`config.mk`:
```
export PLATFORM = sky130hd
export DESIGN_NAME = adc0808_emulator
export DESIGN_NICKNAME = d
export VERILOG_FILES = /design/src/rtl/adc0808_emulator.sv
export SDC_FILE = /design/constraint.sdc
export NUM_CORES = 1
export LEC_CHECK = 0
export ABC_CLOCK_PERIOD_IN_PS = 5700
export CELL_PAD_IN_SITES_DETAIL_PLACEMENT = 1
export CELL_PAD_IN_SITES_GLOBAL_PLACEMENT = 2
export CORE_MARGIN = 1
export CORE_UTILIZATION = 30
export CTS_CLUSTER_DIAMETER = 120
export DETAILED_ROUTE_END_ITERATION = 12
export DONT_BUFFER_PORTS = 1
export GPL_TIMING_DRIVEN = 0
export PLACE_DENSITY = 0.65
export SLEW_MARGIN = 5
export SYNTH_ARGS = -nofsm -noshare
export SYNTH_HDL_FRONTEND = slang
export SYNTH_SLANG_ARGS = --single-unit
export TNS_END_PERCENT = 30
```
`constraint.sdc`:
```
create_clock -name CLK100MHZ -period 5.7 [get_ports CLK100MHZ]
set_input_delay 0.855 -clock CLK100MHZ [delete_from_list [all_inputs] [get_ports CLK100MHZ]]
set_output_delay 0.855 -clock CLK100MHZ [all_outputs]
set_load 0.02 [all_outputs]
```
`src/rtl/adc0808_emulator.sv`:
```
// Device-side model of the ADC0808: ALE/START/OE/EOC handshake with a real
// 8-step successive-approximation conversion against programmable channel levels.
module adc0808_emulator #(
   parameter int unsigned STEP_CYCLES = 8,
   parameter int unsigned SYNC_STAGES = 2
) (
   input  logic        CLK100MHZ,
   input  logic        reset,
   input  logic        ale,
   input  logic        start,
   input  logic        oe,
   input  logic [2:0]  addr,
   input  logic [63:0] ch_values,
   output logic        eoc,
   output logic [7:0]  data_out,
   output logic        data_drive
);

   localparam int unsigned SW     = SYNC_STAGES;
   localparam int unsigned STEP_W = 8;

   typedef enum logic [1:0] {
      ST_IDLE    = 2'd0,
      ST_CLEAR   = 2'd1,
      ST_CONVERT = 2'd2,
      ST_DONE    = 2'd3
   } state_t;

   logic [SW-1:0]       ale_sync_q, ale_sync_d;
   logic [SW-1:0]       start_sync_q, start_sync_d;
   logic [SW-1:0]       oe_sync_q, oe_sync_d;
   logic [SW-1:0][2:0]  addr_sync_q, addr_sync_d;
   logic                ale_prev_q, ale_prev_d;
   logic                start_prev_q, start_prev_d;
   state_t              state_q, state_d;
   logic [2:0]          addr_lat_q, addr_lat_d;
   logic [7:0]          sample_q, sample_d;
   logic [7:0]          sar_q, sar_d;
   logic [2:0]          bit_q, bit_d;
   logic [STEP_W-1:0]   step_q, step_d;
   logic [7:0]          latch_q, latch_d;
   logic                eoc_q, eoc_d;
   logic [7:0]          data_out_q, data_out_d;
   logic                data_drive_q, data_drive_d;

   logic                ale_s, start_s, oe_s;
   logic                ale_rise_c, start_rise_c, start_fall_c;
   logic [7:0]          trial_c;

   always_comb begin
      ale_sync_d   = {ale_sync_q[SW-2:0], ale};
      start_sync_d = {start_sync_q[SW-2:0], start};
      oe_sync_d    = {oe_sync_q[SW-2:0], oe};
      addr_sync_d  = {addr_sync_q[SW-2:0], addr};
      ale_s        = ale_sync_q[SW-1];
      start_s      = start_sync_q[SW-1];
      oe_s         = oe_sync_q[SW-1];
      ale_prev_d   = ale_s;
      start_prev_d = start_s;
      ale_rise_c   = ale_s & ~ale_prev_q;
      start_rise_c = start_s & ~start_prev_q;
      start_fall_c = ~start_s & start_prev_q;
      trial_c      = sar_q | (8'd1 << bit_q);

      state_d    = state_q;
      addr_lat_d = addr_lat_q;
      sample_d   = sample_q;
      sar_d      = sar_q;
      bit_d      = bit_q;
      step_d     = step_q;
      latch_d    = latch_q;

      // ALE is honoured in every state; the new address feeds any sample taken this cycle
      if (ale_rise_c) addr_lat_d = addr_sync_q[SW-1];

      case (state_q)
         ST_IDLE: begin
            if (start_rise_c) state_d = ST_CLEAR;
         end
         ST_CLEAR: begin
            sar_d = 8'd0;
            if (start_fall_c) begin
               state_d  = ST_CONVERT;
               sample_d = ch_values[{addr_lat_d, 3'b000} +: 8];
               bit_d    = 3'd7;
               step_d   = '0;
            end
         end
         ST_CONVERT: begin
            if (start_rise_c) begin
               state_d = ST_CLEAR;
               sar_d   = 8'd0;
            end else if (step_q == STEP_W'(STEP_CYCLES - 1)) begin
               step_d = '0;
               if (trial_c <= sample_q) sar_d = trial_c;
               if (bit_q == 3'd0) state_d = ST_DONE;
               else               bit_d   = bit_q - 3'd1;
            end else begin
               step_d = step_q + STEP_W'(1);
            end
         end
         ST_DONE: begin
            latch_d = sar_q;
            state_d = ST_IDLE;
         end
         default: state_d = ST_IDLE;
      endcase

      eoc_d        = (state_d != ST_CONVERT);
      data_drive_d = oe_s;
      data_out_d   = oe_s ? latch_q : 8'h00;
   end

   always_ff @(posedge CLK100MHZ or negedge reset) begin
      if (!reset) begin
         ale_sync_q   <= '0;
         start_sync_q <= '0;
         oe_sync_q    <= '0;
         addr_sync_q  <= '0;
         ale_prev_q   <= 1'b0;
         start_prev_q <= 1'b0;
         state_q      <= ST_IDLE;
         addr_lat_q   <= 3'd0;
         sample_q     <= 8'd0;
         sar_q        <= 8'd0;
         bit_q        <= 3'd7;
         step_q       <= '0;
         latch_q      <= 8'd0;
         eoc_q        <= 1'b1;
         data_out_q   <= 8'd0;
         data_drive_q <= 1'b0;
      end else begin
         ale_sync_q   <= ale_sync_d;
         start_sync_q <= start_sync_d;
         oe_sync_q    <= oe_sync_d;
         addr_sync_q  <= addr_sync_d;
         ale_prev_q   <= ale_prev_d;
         start_prev_q <= start_prev_d;
         state_q      <= state_d;
         addr_lat_q   <= addr_lat_d;
         sample_q     <= sample_d;
         sar_q        <= sar_d;
         bit_q        <= bit_d;
         step_q       <= step_d;
         latch_q      <= latch_d;
         eoc_q        <= eoc_d;
         data_out_q   <= data_out_d;
         data_drive_q <= data_drive_d;
      end
   end

   assign eoc        = eoc_q;
   assign data_out   = data_out_q;
   assign data_drive = data_drive_q;

endmodule

```
==> results of run 1 <==
[power groups by stage]
stage | Combinational, mW | Sequential [mW] | Clock [mW]
6_report | 0.396 | 0.556 | 0.494
5_1_grt | 0.453 | 0.564 | 0.536
4_1_cts | 0.403 | 0.556 | 0.516
3_5_place_dp | 0.399 | 0.564 | 0
3_3_place_gp | 0.396 | 0.562 | 0
2_1_floorplan | 0.319 | 0.549 | 0
[worst max path at each step]
stage | slack, ns | cells past startpoint | to | startpoint
floorplan | 3.36 | 11 | sar_q[1]$_DFFE_PN0P_ | bit_q[0]$_DFFE_PN1P_
global placement | 3.12 | 10 | sar_q[3]$_DFFE_PN0P_ | bit_q[0]$_DFFE_PN1P_
detailed placement | 3.12 | 10 | sar_q[2]$_DFFE_PN0P_ | bit_q[0]$_DFFE_PN1P_
CTS | 3.10 | 10 | sar_q[3]$_DFFE_PN0P_ | bit_q[0]$_DFFE_PN1P_
global route | 2.89 | 7 | step_q[4]$_DFFE_PN0P_ | state_q[1]$_DFF_PN0_
finish | 3.15 | 10 | sar_q[3]$_DFFE_PN0P_ | bit_q[0]$_DFFE_PN1P_
[state kept, by name, indices dropped and copies added, names as in the netlist, 3 cells and up]
name	count
addr_lat_q	3
sar_q	8
addr_sync_d	3
bit_q	3
data_out	8
sample_q	8
step_q	8
addr_sync_q	3
latch_q	8
[cell families (layout without fill, tap and decap cells)]
| family | Yosys count | after routing |
|---|---|---|
| multiplexers | 45 | 45 |
| buffers and inverters | 42 | 58 |
| adder cells (fa/ha/maj) | 18 | 18 |
| flip-flops | 64 | 64 |
| XOR/XNOR | 5 | 5 |
| AO/OA/AOI/OAI | 64 | 64 |
| AND/OR/NAND/NOR | 87 | 87 |
[synthesized netlist by cell type, drive strengths merged, types with 2 or more instances]
cell type | n | area [sq um]
dfrtp | 60 | 1501
mux2i | 33 | 330.3
nand2 | 33 | 123.9
inv | 28 | 105.1
a211oi | 18 | 135.1
ha | 18 | 225.2
and2 | 14 | 87.58
nor2 | 13 | 48.80
mux2 | 12 | 146.4
buf | 10 | 61.30
o21ai | 9 | 45.04
a21oi | 8 | 51.30
a221o | 8 | 80.08
a311oi | 6 | 52.55
nand4 | 6 | 37.54
nand2b | 5 | 31.28
xor2 | 5 | 43.79
a21o | 4 | 30.03
clkbuf | 4 | 15.01
dfstp | 4 | 105.1
nand3 | 4 | 20.02
nor2b | 3 | 18.77
a22oi | 2 | 15.01
and3 | 2 | 13.77
nor3 | 2 | 10.01
o31a | 2 | 17.52
[metal layers]
layer,up-vias,GRT usage,part of all wire
met4,0,0.06667,0.020
met3,13,0.04209,0.039
met5,-,0,0
met2,59,0.2233,0.47
li1,1170,-,-
met1,1181,0.1923,0.48
[area by class of cell]
type / count / area, sq um
clock inverters: 7 / 48.80
fillers: 1239 / 7128
multi-input cells: 219 / 1665
flip-flops and latches: 64 / 1607
well taps: 140 / 175.2
clock buffers: 9 / 225.2
inverters: 28 / 105.1
plain buffers: 14 / 76.32
[stage by stage]
stage / hold slack, ns / total power, mW
after floorplan: 0.3312 / 0.8685
after global placement: 0.3324 / 0.9573
after detailed placement: 0.3365 / 0.9630
after CTS: 0.2028 / 1.475
after global routing: 0.1981 / 1.553
final: 0.2195 / 1.446
==> results.md, run 1 <==
- The flow ran to the end, and the final reports show no timing, DRC or antenna violations.
- The fraction of final layout cells with drive strength greater than 1 is 0.1437.
- Of the total power, the clock network draws 0.342.
- The number of enable-type register cells in the synthesized netlist is 0.
- The cell count after placement is 465.
- The hold buffer count at CTS is 0.
- The critical path start-end classification is register to register.
- Of the total power, the share spent switching nets is 0.3278.
- The number of violations reported at the end of detailed-routing iteration 0 is 117.
- Entering global routing, the biggest net connects 65 pins.
- The most common cell type on the critical path is sky130_fd_sc_hd__ha_1.
- The depth of the most critical reg-to-reg path is 10.
- The post-synthesis net count is 415.
- The endpoint identified for the worst register-to-register timing path is sar_q[3]$_DFFE_PN0P_.
- Detailed routing inserted a total of between 2000 and 2500 vias.
- The worst endpoint data arrival time is 2.76 ns.
- The top cell types in the final layout, fill and taps aside, are 60 x sky130_fd_sc_hd__dfrtp_1, 33 x sky130_fd_sc_hd__mux2i_1, 33 x sky130_fd_sc_hd__nand2_1.
- The cell count after synthesis came out at about 330.
- Of the total synthesized cell area, the portion taken by XOR and XNOR cells is 0.01268.
- The setup slack at placement is ~3.1 ns.
- The final-stage net count is approximately 430.
- The clock period could shrink to 2.552 ns.
- The maximum vdd ir drop is 0.0001823 V.
- The maximum operating frequency is between 300 and 400 MHz.
- After synthesis, the largest family of logic cells by area is compound AO/OA/AOI/OAI gates.
- The buffers inserted during post-CTS setup optimization is 0.
- The post-route fraction of the period consumed by the critical path is 0.4477.
- The clock skew after layout is approximately 0.0037 ns.
- The area growth from synthesis to layout is 13.01%.
- During synthesis, Yosys emitted a total of 0 warnings.
- The register-to-register path setup slack is roughly 3.1 ns.
- In this design, the stage delay of the slowest critical-path cell is between 0.5 and 0.6 ns.
- The final cell count without fillers is roughly 480.
- For this configuration, the core starts out at a cell density of 0.3131.
- The number of failing hold endpoints at the final stage is 0.
- In the routed layout, each cell is associated on average with a via count of slightly above 5.
- Summed over all nets, the switching power comes to roughly 0.47 mW.
- Traced cell by cell, the critical path runs through inv_1 -> ha_1 -> nor2b_1 -> nor2_1 -> ha_1 -> nand4_1 -> o21ai_0 -> o31a_1 -> buf_6 -> mux2_4.
- The sequential area share after synthesis is 0.4652.
- Of the post-synthesis cell area, the part taken by muxes is 0.1380.
- The startpoint of the lowest-slack register-to-register path is bit_q[0]$_DFFE_PN1P_.
- The number of pins with negative max-slew slack in the final report is 0.
- After detailed routing, the average wire length per cell comes to about 16 um.
- The number of antenna diodes in the final layout is 0.
- The finished layout cell area is roughly 4000 sq um.
- The vertical extent of the die is 109.3 um.
- The transition time at the pin with the least slew margin is around 0.72 ns.
- Of the total synthesized cell area, the portion taken by AND, OR, NAND and NOR gates is 0.1272.
- The first-pass GRT wire length is approximately 13 mm.
- The worst setup path is launched from a register.
- Summed over all cells, the static leakage comes to about 1.8 nW.
- In this run the standard cell core region covers around 11000 sq um.
- The detailed-router iteration count before antenna repair is 4.
- The logic gate share of total power is 0.274.
- Counting flops and latches in the post-synthesis netlist gives 64.
- The class of the tightest hold or removal check is primary input to async pin.
- The tree built by TritonCTS fans out to between 60 and 70 sinks.
- In the global route stage, overall resource usage came out at 0.1467.
- The count of final setup violators is 0.
- The internal portion of the total power is between 0.9 and 1 mW.
- For this run, the share of the core covered by cells in the final layout is 0.3538.
- The worst setup path is captured at a register.
- The cell area power density is between 300 and 400 nW/um^2.
- Clock tree synthesis inserted a total of 9 buffers.
- The slowest stage of the critical path belongs to the cell sky130_fd_sc_hd__dfstp_2.
- Of all nets on the critical path, the largest fanout is 8.
- Max-cap violations in this run came to 0.
- Summed over all nets, the half-perimeter wirelength after detailed placement is between 5 and 6 mm.
- The number of distinct standard cells referenced by the synthesized netlist is 45.
- In the synthesized netlist the async set-or-reset flop fraction comes to 1.000.
- The synthesized area divided by synthesized cell count is between 10 and 15 sq um.
- The maximum level of the CTS H-tree is 3.
- The congestion estimate from routability-driven global placement came to about 0.73.
- The kind of cell with the highest combined delay along the critical path is flip-flops.
- The floorplan step defined a die boundary enclosing 11940 sq um.
- The via count of the first global-routing pass was 2587.
- The number of antenna violations at the first check in global routing is 0.
- Setup slack closes at between 3 and 4 ns.
- After clock tree synthesis, the clock-pin slew on the worst setup and hold paths is ~0.05 ns.
- The most used flip-flop cell after synthesis is sky130_fd_sc_hd__dfrtp_1.
- For the final routed database, the setup TNS stands at 0 ns.
- The commonest non-fill, non-tap cell in the layout is sky130_fd_sc_hd__dfrtp_1.
- The CTS tree is yes.
- The count of cells resized by post-cts repair is 0.
- The share of total power dissipated in sequential elements is 0.384.
- The number of buffer and inverter instances along the worst setup path is 2.
- The data required time of the critical path is slightly below 6 ns.
- The synthesized-area fraction occupied by ao, oa, aoi and oai cells is 0.1391.
- Clock latency on the worst-skew pair, taken at its later pin, is 0.33 ns.
- In this run the remaining antenna-violating nets after routing total 0.
- The placement row count is 38.
- After detailed placement, the total cell area comes to around 3600 sq um.
- The buffer levels on the longest clock path is 2.
- Setup repair after global routing left no endpoint under its margin.
- The routed design has ~7.8 mm of wire.
- The x dimension of the die is between 100 and 150 um.
- Of the total synthesized cell area, the portion taken by full adders, half adders and majority gates is 0.06522.
- In this run the count of I/O pins placed on the die edge is 82.
- In this run the tool buffered the top-level ports with 0 buffer cells.
- The cell area after technology mapping is around 3500 sq um.
- The cell sitting at the root of the clock tree is a sky130_fd_sc_hd__clkbuf_16.
- The aggregate global routing overflow is 0.
- The DRC violations left is 0.
- The worst pin sits at a relative slew slack of 0.5160.
(Power assumes the default switching activity.)
==> inputs of run 2 (changes only) <==
--- a/config.mk
+++ b/config.mk
@@ -5,7 +5,7 @@
 export SDC_FILE = /design/constraint.sdc
 export NUM_CORES = 1
 export LEC_CHECK = 0
-export ABC_CLOCK_PERIOD_IN_PS = 5700
+export ABC_CLOCK_PERIOD_IN_PS = 2550
 export CELL_PAD_IN_SITES_DETAIL_PLACEMENT = 1
 export CELL_PAD_IN_SITES_GLOBAL_PLACEMENT = 2
 export CORE_MARGIN = 1
==> constraint.sdc (replaced) <==
create_clock -name CLK100MHZ -period 2.55 [get_ports CLK100MHZ]
set_input_delay 0.3825 -clock CLK100MHZ [delete_from_list [all_inputs] [get_ports CLK100MHZ]]
set_output_delay 0.3825 -clock CLK100MHZ [all_outputs]
set_load 0.02 [all_outputs]
==> run 2 against run 1 <==
Net effect: first-iteration DRC count is 24% lower; largest power group unchanged; critical endpoint unchanged; global-route usage up 0.14 points; clock power up 120%; clock-buffer cell count unchanged.
==> results.md, run 2 (synthesized netlist as in run 1, its figures left out) <==
- The maximum fanout along the worst path is 8 (unchanged).
- The core box area was 11030 sq um (unchanged).
- The final-stage net count is 428 (was 426).
- The count of filler cells inserted in the layout is 1239 (unchanged).
- The CTS tree is yes (unchanged).
- The transition time at the pin with the least slew margin was 0.5517 ns (was 0.7244 ns).
- The number of max-capacitance violations reported came to 0 (unchanged).
- Run status: finished, final reports clean (unchanged).
- The maximum level of the CTS H-tree is 3 (unchanged).
- The port buffer count was 0 (unchanged).
- The count of pins on the block boundary is 82 (unchanged).
- The post-detailed-route via-to-cell ratio came to 5.064 (was 5.037).
- The startpoint of the tightest hold check path is addr[2].
- The sort of element at the start of the critical path is a register (unchanged).
- The number of sinks on the clock net is 64 (unchanged).
- The placement row count is 38 (unchanged).
- The class of the tightest hold or removal check was primary input to register (was primary input to async pin).
- The via count of the first global-routing pass is 2599 (was 2587).
- The post-route fraction of the period consumed by the critical path came to 0.9465 (was 0.4477).
- The count of final setup violators came to 0 (unchanged).
- The relative area change from synthesis to final layout is 15.22% (was 13.01%).
- The detailed-router iteration count before antenna repair is 4 (unchanged).
- The number of failing hold endpoints at the final stage is 0 (unchanged).
- The slowest stage cell on the critical path is sky130_fd_sc_hd__dfstp_2 (unchanged).
- The source of the critical timing path was bit_q[0]$_DFFE_PN1P_ (unchanged).
- The x dimension of the die is 109.3 um (unchanged).
- The setup slack at placement is -0.02628 ns (was 3.124 ns).
- The clock latency on the worst-skew pair is 0.33 ns (about the same).
- The startpoint of the lowest-slack register-to-register path is bit_q[0]$_DFFE_PN1P_ (unchanged).
- The effective utilization at floorplan is 0.3131 (unchanged).
- The static leakage is 1.858 nW (was 1.845 nW).
- The final worst setup slack is 0.1365 ns (was 3.148 ns).
- The fraction of final layout cells with drive strength greater than 1 is 0.1749 (was 0.1437).
- The buffer levels on the longest clock path is 2 (unchanged).
- The wire length per cell after detailed routing was 16.36 um (was 16.12 um).
- The number of buffer and inverter instances along the worst setup path is 2 (unchanged).
- The final critical path time including I/O delays and setup is 2.413 ns (was 2.552 ns).
- The buffers inserted during post-CTS setup optimization is 0 (unchanged).
- The all-layer global routing usage came to 0.1481 (was 0.1467).
- The total die area is 11940 sq um (unchanged).
- The number of buffers created by CTS was 9 (unchanged).
- The family with the most delay on the worst path is flip-flops (unchanged).
- The number of inserted diodes came to 0 (unchanged).
- The routed via count is 2446 (was 2423).
- The final weighted congestion in routability-driven placement was 0.7256 (unchanged).
- The pin count of the biggest net entering global routing is 65 (unchanged).
- The aggregate negative setup slack was 0 ns (unchanged).
- The number of nets with antenna violations after detailed routing came to 0 (unchanged).
- The relative max-transition margin came to 0.6217 (was 0.5160).
- The endpoint type of the worst setup path is a register (unchanged).
- The aggregate global routing overflow was 0 (unchanged).
- The clock skew after layout was 0.004052 ns (was 0.003673 ns).
- The clock transition at the registers of the reported paths is 0.06 ns (was 0.05 ns).
- The first-pass GRT wire length was 13.27 mm (was 13.15 mm).
- The maximum operating frequency is 414.3 MHz (was 391.9 MHz).
- The most common cell type on the critical path is sky130_fd_sc_hd__nand2_1 (was sky130_fd_sc_hd__ha_1).
- The maximum vdd ir drop is 0.0004092 V (was 0.0001823 V).
- The number of pins with negative max-slew slack in the final report was 0 (unchanged).
- The biggest cell delay along the critical path is 0.55 ns (was 0.54 ns).
- Most used cells in the layout excluding fill and tap cells: 60 x sky130_fd_sc_hd__dfrtp_1, 33 x sky130_fd_sc_hd__mux2i_1, 33 x sky130_fd_sc_hd__nand2_1 (unchanged).
- The vertical extent of the die was 109.3 um (unchanged).
- The total wire length after detailed routing is 7.904 mm (was 7.752 mm).
- The cell area power density was 827.7 nW/um^2 (was 370.6 nW/um^2).
- The data required time of the critical path was 2.76 ns (was 5.91 ns).
- Series of cell instances along the critical path: inv_2 -> ha_1 -> nand2_1 -> nand2_1 -> ha_1 -> nand2_1 -> o21ai_2 -> nor2b_1 -> o31a_1 -> buf_6 -> mux2_4 (was inv_1 -> ha_1 -> nor2b_1 -> nor2_1 -> ha_1 -> nand4_1 -> o21ai_0 -> o31a_1 -> buf_6 -> mux2_4).
- The number of violations reported at the end of detailed-routing iteration 0 is 89 (was 117).
- The DRC violations left was 0 (unchanged).
- The critical path start-end classification is register to register (unchanged).
- The root buffer cell is sky130_fd_sc_hd__clkbuf_16 (unchanged).
- The worst endpoint data arrival time came to 2.63 ns (was 2.76 ns).
- The commonest non-fill, non-tap cell in the layout is sky130_fd_sc_hd__dfrtp_1 (unchanged).
- The number of antenna violations at the first check in global routing is 0 (unchanged).
- The placed wire-length estimate after detailed placement is 5.771 mm (unchanged).
run 2: cell types whose count changed in the layout (fill, tap and decap cells not counted), moves of 2 or more:
cell,before,now
sky130_fd_sc_hd__ha_1,18,16
sky130_fd_sc_hd__inv_1,27,25
sky130_fd_sc_hd__inv_2,1,3
sky130_fd_sc_hd__o21ai_0,8,6
sky130_fd_sc_hd__o21ai_2,0,2
run 2: worst paths after layout:
check / endpoint / slack (ns) / depth (start not counted)
setup / recovery: sar_q[3]$_DFFE_PN0P_ / 0.14 / 11
hold / removal: addr_sync_d[5]$_DFF_PN0_ / 0.08 / 0
setup reg to reg: sar_q[3]$_DFFE_PN0P_ / 0.14 / 11
hold reg to reg: ale_sync_q[1]$_DFF_PN0_ / 0.35 / 0
max in group asynchronous: bit_q[1]$_DFFE_PN1P_ / 1.60 / 2
min in group asynchronous: oe_sync_q[0]$_DFF_PN0_ / 0.65 / 2
run 2: through the flow:
stage | hold WS (ns) | cell area [sq um] | cells | power [mW] | util
2_1_floorplan | 0.08691 | 3453 | 325 | 1.941 | -
3_3_place_gp | 0.08815 | 3628 | 465 | 2.140 | 0.3289
3_5_place_dp | 0.08816 | 3628 | 465 | 2.153 | 0.3289
4_1_cts | 0.06134 | 3943 | 483 | 3.326 | 0.3574
5_1_grt | 0.05660 | 3979 | 483 | 3.537 | 0.3607
6_report | 0.07717 | 3979 | 483 | 3.293 | 0.3607
run 2: repair_timing:
action,in CTS,in global routing
hold endpoints to repair,64,0
cloned,0,0
setup endpoints to repair,3,9
hold buffers,2,0
resized for setup,2,10
run 2: routing by layer:
metal,GRT usage,wire length [um],vias up
li1,-,-,1172
met1,0.1945,3746,1202
met2,0.2251,3681,59
met3,0.04268,318,13
met4,0.06667,157,0
met5,0,0,-
run 2: report_power, final:
part | switching, mW | internal (mW)
Combinational | 0.550 | 0.395
Clock | 0.452 | 0.654
Sequential | 0.0973 | 1.15
Total | 1.10 | 2.19
run 2: layout make-up:
cell class	instances	area, sq um	share of cell area
timing repair buffer	2	37.54	0.009434
tap	140	175.2	0.04403
buffer	14	76.32	0.01918
clock buffer	9	225.2	0.05660
sequential	64	1607	0.4038
multi-input combinational	219	1704	0.4283
inverter	28	105.1	0.02642
clock inverter	7	48.80	0.01226
run 2: worst reg2reg max path, cell delays in order (launching register included):
cell	delay, ns
sky130_fd_sc_hd__dfstp_2	0.55
sky130_fd_sc_hd__inv_2	0.06
sky130_fd_sc_hd__ha_1	0.21
sky130_fd_sc_hd__nand2_1	0.08
sky130_fd_sc_hd__nand2_1	0.08
sky130_fd_sc_hd__ha_1	0.30
sky130_fd_sc_hd__nand2_1	0.06
sky130_fd_sc_hd__o21ai_2	0.15
sky130_fd_sc_hd__nor2b_1	0.06
sky130_fd_sc_hd__o31a_1	0.30
sky130_fd_sc_hd__buf_6	0.15
sky130_fd_sc_hd__mux2_4	0.29
